## config.mk

```make
export PLATFORM = sky130hd
export DESIGN_NAME = delay_timer_arbiter
export DESIGN_NICKNAME = d
export VERILOG_FILES = /design/src/rtl/delay_timer_arbiter_pkg.sv /design/src/rtl/delay_timer_arbiter_rr_arb2.sv /design/src/rtl/delay_timer_arbiter.sv
export SDC_FILE = /design/constraint.sdc
export NUM_CORES = 1
export LEC_CHECK = 0
export ABC_AREA = 1
export CAP_MARGIN = 10
export CELL_PAD_IN_SITES_DETAIL_PLACEMENT = 0
export CELL_PAD_IN_SITES_GLOBAL_PLACEMENT = 1
export CORE_MARGIN = 2
export CORE_UTILIZATION = 38
export CTS_BUF_LIST = sky130_fd_sc_hd__clkbuf_16
export DETAILED_ROUTE_END_ITERATION = 8
export PLACE_DENSITY_LB_ADDON = 0.2
export SYNTH_ARGS = -nofsm -noshare
export SYNTH_HDL_FRONTEND = slang
export SYNTH_SLANG_ARGS = --single-unit
export TNS_END_PERCENT = 30
```

## constraint.sdc

```tcl
create_clock -name clk -period 3.8 [get_ports clk]
set_input_delay 0.76 -clock clk [delete_from_list [all_inputs] [get_ports clk]]
set_output_delay 0.76 -clock clk [all_outputs]
set_load 0.01 [all_outputs]
```

## src/rtl/delay_timer_arbiter_pkg.sv

```systemverilog
// Shared encodings for the delay timer arbiter: FSM states and the counter
// park value driven while no delay is in progress.
package delay_timer_arbiter_pkg;

    localparam logic [1:0] ST_IDLE = 2'd0;
    localparam logic [1:0] ST_LOAD = 2'd1;
    localparam logic [1:0] ST_WAIT = 2'd2;
    localparam logic [1:0] ST_DONE = 2'd3;

    localparam logic [1:0] CNT_PARK = 2'd0;

endpackage

```

## src/rtl/delay_timer_arbiter_rr_arb2.sv

```systemverilog
// Two-requester round-robin arbiter. The pointer names the favoured requester
// on a tie and always moves to the index that was not granted.
module rr_arb2
    import delay_timer_arbiter_pkg::*;
(
    input  logic       clk,
    input  logic       rst_n,
    input  logic [1:0] req_i,
    input  logic       en_i,
    output logic       gnt_valid_o,
    output logic       gnt_idx_o
);

    logic ptr_q;
    logic ptr_d;

    // NOTE: every signal written in always_comb gets a default first, so no path leaves it unassigned and no latch is inferred.
    always_comb begin
        gnt_valid_o = |req_i;
        gnt_idx_o   = 1'b0;
        ptr_d       = ptr_q;
        if (req_i == 2'b11) begin
            gnt_idx_o = ptr_q;
        end else begin
            gnt_idx_o = req_i[1];
        end
        if (en_i && gnt_valid_o) begin
            ptr_d = ~gnt_idx_o;
        end
    end

    // NOTE: state registers use non-blocking assignments so every flop samples pre-edge values, independent of block ordering.
    always_ff @(posedge clk or negedge rst_n) begin
        if (!rst_n) begin
            ptr_q <= 1'b0;
        end else begin
            ptr_q <= ptr_d;
        end
    end

endmodule

```

## src/rtl/delay_timer_arbiter.sv

```systemverilog
// Shares one 2-bit loadable up-counter as a programmable delay timer between
// two requesters; acks the granted requester after R carry pulses.
module delay_timer_arbiter
    import delay_timer_arbiter_pkg::*;
#(
    parameter int RW = 4
) (
    input  logic          clk,
    input  logic          rst,
    input  logic          req0,
    input  logic [1:0]    pre0,
    input  logic [RW-1:0] rounds0,
    input  logic          req1,
    input  logic [1:0]    pre1,
    input  logic [RW-1:0] rounds1,
    input  logic          cnt_carry,
    output logic          cnt_ld,
    output logic [1:0]    cnt_data,
    output logic          ack0,
    output logic          ack1,
    output logic          busy,
    output logic          gnt_id
);

    logic [1:0]    state_q,  state_d;
    logic [1:0]    pre_q,    pre_d;
    logic [RW-1:0] rounds_q, rounds_d;
    logic [RW-1:0] rem_q,    rem_d;
    logic          gnt_q,    gnt_d;

    logic          cnt_ld_q,   cnt_ld_d;
    logic [1:0]    cnt_data_q, cnt_data_d;
    logic          ack0_q,     ack0_d;
    logic          ack1_q,     ack1_d;
    logic          busy_q,     busy_d;

    logic          arb_valid;
    logic          arb_idx;
    logic [1:0]    sel_pre;
    logic [RW-1:0] sel_rounds;

    rr_arb2 u_arb (
        .clk         (clk),
        .rst_n       (rst),
        .req_i       ({req1, req0}),
        .en_i        (state_q == ST_IDLE),
        .gnt_valid_o (arb_valid),
        .gnt_idx_o   (arb_idx)
    );

    assign sel_pre    = arb_idx ? pre1    : pre0;
    assign sel_rounds = arb_idx ? rounds1 : rounds0;

    always_comb begin
        state_d  = state_q;
        pre_d    = pre_q;
        rounds_d = rounds_q;
        rem_d    = rem_q;
        gnt_d    = gnt_q;

        case (state_q)
            ST_IDLE: begin
                if (arb_valid) begin
                    gnt_d    = arb_idx;
                    pre_d    = sel_pre;
                    rounds_d = sel_rounds;
                    // A zero-round request needs no counting at all.
                    state_d  = (sel_rounds == '0) ? ST_DONE : ST_LOAD;
                end
            end
            ST_LOAD: begin
                rem_d   = rounds_q;
                state_d = ST_WAIT;
            end
            ST_WAIT: begin
                if (cnt_carry) begin
                    if (rem_q == RW'(1)) begin
                        state_d = ST_DONE;
                    end else begin
                        rem_d = rem_q - RW'(1);
                    end
                end
            end
            default: begin
                state_d = ST_IDLE;
            end
        endcase

        // Outputs are decoded from the next state so they appear registered
        // in the same cycle as the state they describe.
        cnt_ld_d   = (state_d != ST_WAIT);
        cnt_data_d = (state_d == ST_LOAD) ? pre_d : CNT_PARK;
        ack0_d     = (state_d == ST_DONE) && !gnt_d;
        ack1_d     = (state_d == ST_DONE) &&  gnt_d;
        busy_d     = (state_d != ST_IDLE);
    end

    always_ff @(posedge clk or negedge rst) begin
        if (!rst) begin
            state_q    <= ST_IDLE;
            pre_q      <= '0;
            rounds_q   <= '0;
            rem_q      <= '0;
            gnt_q      <= 1'b0;
            cnt_ld_q   <= 1'b1;
            cnt_data_q <= CNT_PARK;
            ack0_q     <= 1'b0;
            ack1_q     <= 1'b0;
            busy_q     <= 1'b0;
        end else begin
            state_q    <= state_d;
            pre_q      <= pre_d;
            rounds_q   <= rounds_d;
            rem_q      <= rem_d;
            gnt_q      <= gnt_d;
            cnt_ld_q   <= cnt_ld_d;
            cnt_data_q <= cnt_data_d;
            ack0_q     <= ack0_d;
            ack1_q     <= ack1_d;
            busy_q     <= busy_d;
        end
    end

    assign cnt_ld   = cnt_ld_q;
    assign cnt_data = cnt_data_q;
    assign ack0     = ack0_q;
    assign ack1     = ack1_q;
    assign busy     = busy_q;
    assign gnt_id   = gnt_q;

endmodule
```

==> flow_summary.json <==
{
  "die_width_um": 56.7,
  "antenna_found_initial": 0,
  "clk_pin_slew_worst_paths_ns": 0.05,
  "htree_num_levels": 1,
  "critical_path_arrival_ns": 2.47,
  "seq_area_frac_synth": 0.475,
  "residual_overflow_from_global_routing": 0,
  "cts_root_buffer": "sky130_fd_sc_hd__clkbuf_16",
  "synth_area_per_cell_um2": 8.46,
  "io_buffer_count": 23,
  "fin_tns_setup_ns": 0,
  "gp_routability_congestion": 0.776,
  "max-clock-path-buffers": 2,
  "cts.repair.resized": 0,
  "wl_um": 2050,
  "postLayoutCoreUtil": 0.512,
  "post_drt_via_cell_ratio": 4.85,
  "cts.repair_timing.setup_buffer_count": 0,
  "core-area_mm2": 0.00271,
  "die_y_um": 56.7,
  "largest_net_degree_at_the_start_of_global_routing": 21,
  "final.period_utilization": 0.603,
  "rows": 19,
  "finalInstanceArea_mm2": 0.00139,
  "initial_cell_density_of_the_core": 0.390,
  "yosys_warnings": 0,
  "cts-buffers-inserted": 3,
  "final_period_minus_worst_setup_slack_ns": 2.29,
  "dr.first_iter.drc_count": 38,
  "netlist_instances": 125,
  "critical_path_required_ns": 3.98,
  "final_hold_viol_count": 0,
  "clkLatencyLatePin_ns": 0.25,
  "ys_seq_elements": 20,
  "synth.cell_area_mm2": 0.00106,
  "cellPowerDensity_mw_per_mm2": 789,
  "cp-end-kind": "flop",
  "worstSetupStartpointType": "primary input",
  "drt-pass1-iter-count": 4,
  "place_area_mm2": 0.00131,
  "max_slew.worst_pin.slew_ns": 0.881,
  "holdCritPathClass": "flop to flop",
  "relSlewSlack": 0.411,
  "final_net_count": 174,
  "max_clock_freq_mhz": 436,
  "timing.clock.skew_ns": 0.000973,
  "num_io_pins": 24,
  "critical_path.max_fanout": 13,
  "wire_per_inst_um": 11.3,
  "setup_viol": 0,
  "syn2layout_area_growth_pct": 31.4,
  "insertedDiodeCount": 0,
  "cts_hold_repair.buffers": 0,
  "clock_sink_count": 20,
  "grt_usage": 0.145,
  "dieArea_mm2": 0.00322,
  "hpwlAfterDp_um": 1590,
  "cts_tree": "built",
  "routed-via-count": 878,
  "route.detailed.drc": 0,
  "synth_cell_type_count": 22,
  "peakVddDrop_mv": 0.466,
  "crit_type": "primary input to flop",
  "grt_first_pass_wirelength_um": 3650,
  "ant_nets": 0,
  "most-common-layout-cells": "24 x sky130_fd_sc_hd__nand2_1, 23 x sky130_fd_sc_hd__clkdlybuf4s50_1, 19 x sky130_fd_sc_hd__inv_1, 19 x sky130_fd_sc_hd__dfrtp_1, 12 x sky130_fd_sc_hd__nor2_1",
  "grt_pass1_vias": 851,
  "synth_fp_nets": 148,
  "maxCapViolCount": 0,
  "final_layout_size_suffix_gt1_frac": 0.113,
  "timing.final.max_slew_violations": 0,
  "total_leakage_power_nw": 0.663,
  "final_common_cell": "sky130_fd_sc_hd__nand2_1",
  "fillerInstances": 261,
  "grt_setup_unrepaired": "no",
  "run_status": "finished, final reports clean"
}
-- worst max-delay path, stage by stage --
cell and delay [ns]:
sky130_fd_sc_hd__clkdlybuf4s50_1 0.60, sky130_fd_sc_hd__nor2_2 0.08, sky130_fd_sc_hd__nor2_2 0.46, sky130_fd_sc_hd__nor3_1 0.15, sky130_fd_sc_hd__nor2_2 0.20, sky130_fd_sc_hd__nand3_1 0.12, sky130_fd_sc_hd__nor2_1 0.09
-- routing by layer --
| layer | wire length (um) | track usage | vias to the layer above |
|---|---|---|---|
| met5 | 0 | 0 | - |
| met1 | 1020 | 0.188 | 398 |
| li1 | - | - | 452 |
| met4 | 13 | 0.0498 | 0 |
| met2 | 895 | 0.234 | 26 |
| met3 | 115 | 0.0369 | 2 |
-- worst paths after layout --
kind / start / endpoint / slack [ns] / cells past startpoint
worst max-delay path: req1 / cnt_data[0] / 1.51 / 7
worst min-delay path: rounds_q[1] / rem_q[1] / 0.53 / 2
max in group asynchronous: rst / state_q[0] / 2.25 / 1
worst max register to register: state_q[0] / cnt_data[0] / 1.86 / 8
worst min register to register: rounds_q[1] / rem_q[1] / 0.53 / 2
min in group asynchronous: rst / rem_q[3] / 1.01 / 1
-- Yosys cell counts --
| cell type | n | area [um^2] |
|---|---|---|
| sky130_fd_sc_hd__a21oi_1 | 2 | 10.0 |
| sky130_fd_sc_hd__a31oi_1 | 5 | 31.3 |
| sky130_fd_sc_hd__a31oi_4 | 1 | 21.3 |
| sky130_fd_sc_hd__a32oi_1 | 1 | 8.76 |
| sky130_fd_sc_hd__buf_2 | 1 | 5.00 |
| sky130_fd_sc_hd__buf_6 | 1 | 11.3 |
| sky130_fd_sc_hd__dfrtp_1 | 19 | 475 |
| sky130_fd_sc_hd__dfstp_2 | 1 | 26.3 |
| sky130_fd_sc_hd__ha_1 | 6 | 75.1 |
| sky130_fd_sc_hd__inv_1 | 19 | 71.3 |
| sky130_fd_sc_hd__inv_2 | 2 | 7.51 |
| sky130_fd_sc_hd__nand2_1 | 24 | 90.1 |
| sky130_fd_sc_hd__nand2_2 | 5 | 31.3 |
| sky130_fd_sc_hd__nand2_4 | 1 | 11.3 |
| sky130_fd_sc_hd__nand3_1 | 9 | 45.0 |
| sky130_fd_sc_hd__nor2_1 | 12 | 45.0 |
| sky130_fd_sc_hd__nor2_2 | 4 | 25.0 |
| sky130_fd_sc_hd__nor3_1 | 1 | 5.00 |
| sky130_fd_sc_hd__o211ai_1 | 1 | 7.51 |
| sky130_fd_sc_hd__o21ai_0 | 8 | 40.0 |
| sky130_fd_sc_hd__o21ai_1 | 1 | 5.00 |
| sky130_fd_sc_hd__o221ai_1 | 1 | 8.76 |
-- layout make-up --
| cell class | count | area [um^2] | area share |
|---|---|---|---|
| Sequential cell | 20 | 502 | 0.361 |
| Multi-Input combinational cell | 82 | 460 | 0.332 |
| Timing Repair Buffer | 23 | 230 | 0.166 |
| Inverter | 21 | 78.8 | 0.0568 |
| Clock buffer | 3 | 75.1 | 0.0541 |
| Tap cell | 31 | 38.8 | 0.0279 |
| Clock inverter | 1 | 3.75 | 0.00270 |
-- where the power goes --
part           internal, mW  switching, mW  leakage [nW]
clock                 0.140         0.0754        0.0385
combinational         0.205          0.311         0.385
sequential            0.317         0.0466         0.239
total                 0.662          0.433         0.663
-- through the flow --
step | instances | total power, mW | worst slack, ns | hold WS (ns)
3_3_place_gp | 177 | 0.872 | 1.33 | 0.494
2_1_floorplan | 125 | 0.735 | 2.18 | 0.454
4_1_cts | 181 | 1.10 | 1.53 | 0.532
3_5_place_dp | 177 | 0.883 | 1.27 | 0.516
5_1_grt | 181 | 1.20 | 1.31 | 0.560
6_report | 181 | 1.10 | 1.51 | 0.531
-- kinds of logic after synthesis --
logic type,Yosys count,share of synthesized area
compound gates,20,0.125
buf+inv,23,0.0899
fa+ha+maj,6,0.0710
simple gates,56,0.239
flops,20,0.475
-- sequential cells by signal, indices dropped and copies added (netlist names) --
| signal | cells |
|---|---|
| cnt_data | 2 |
| cnt_ld | 1 |
| rounds_q | 4 |
| busy | 1 |
| pre_q | 2 |
| state_q | 2 |
| rem_q | 4 |
| gnt_id | 1 |
| ack0 | 1 |
| u_arb.ptr_q | 1 |
| ack1 | 1 |
Note: power is estimated with default switching activity, not from simulation.
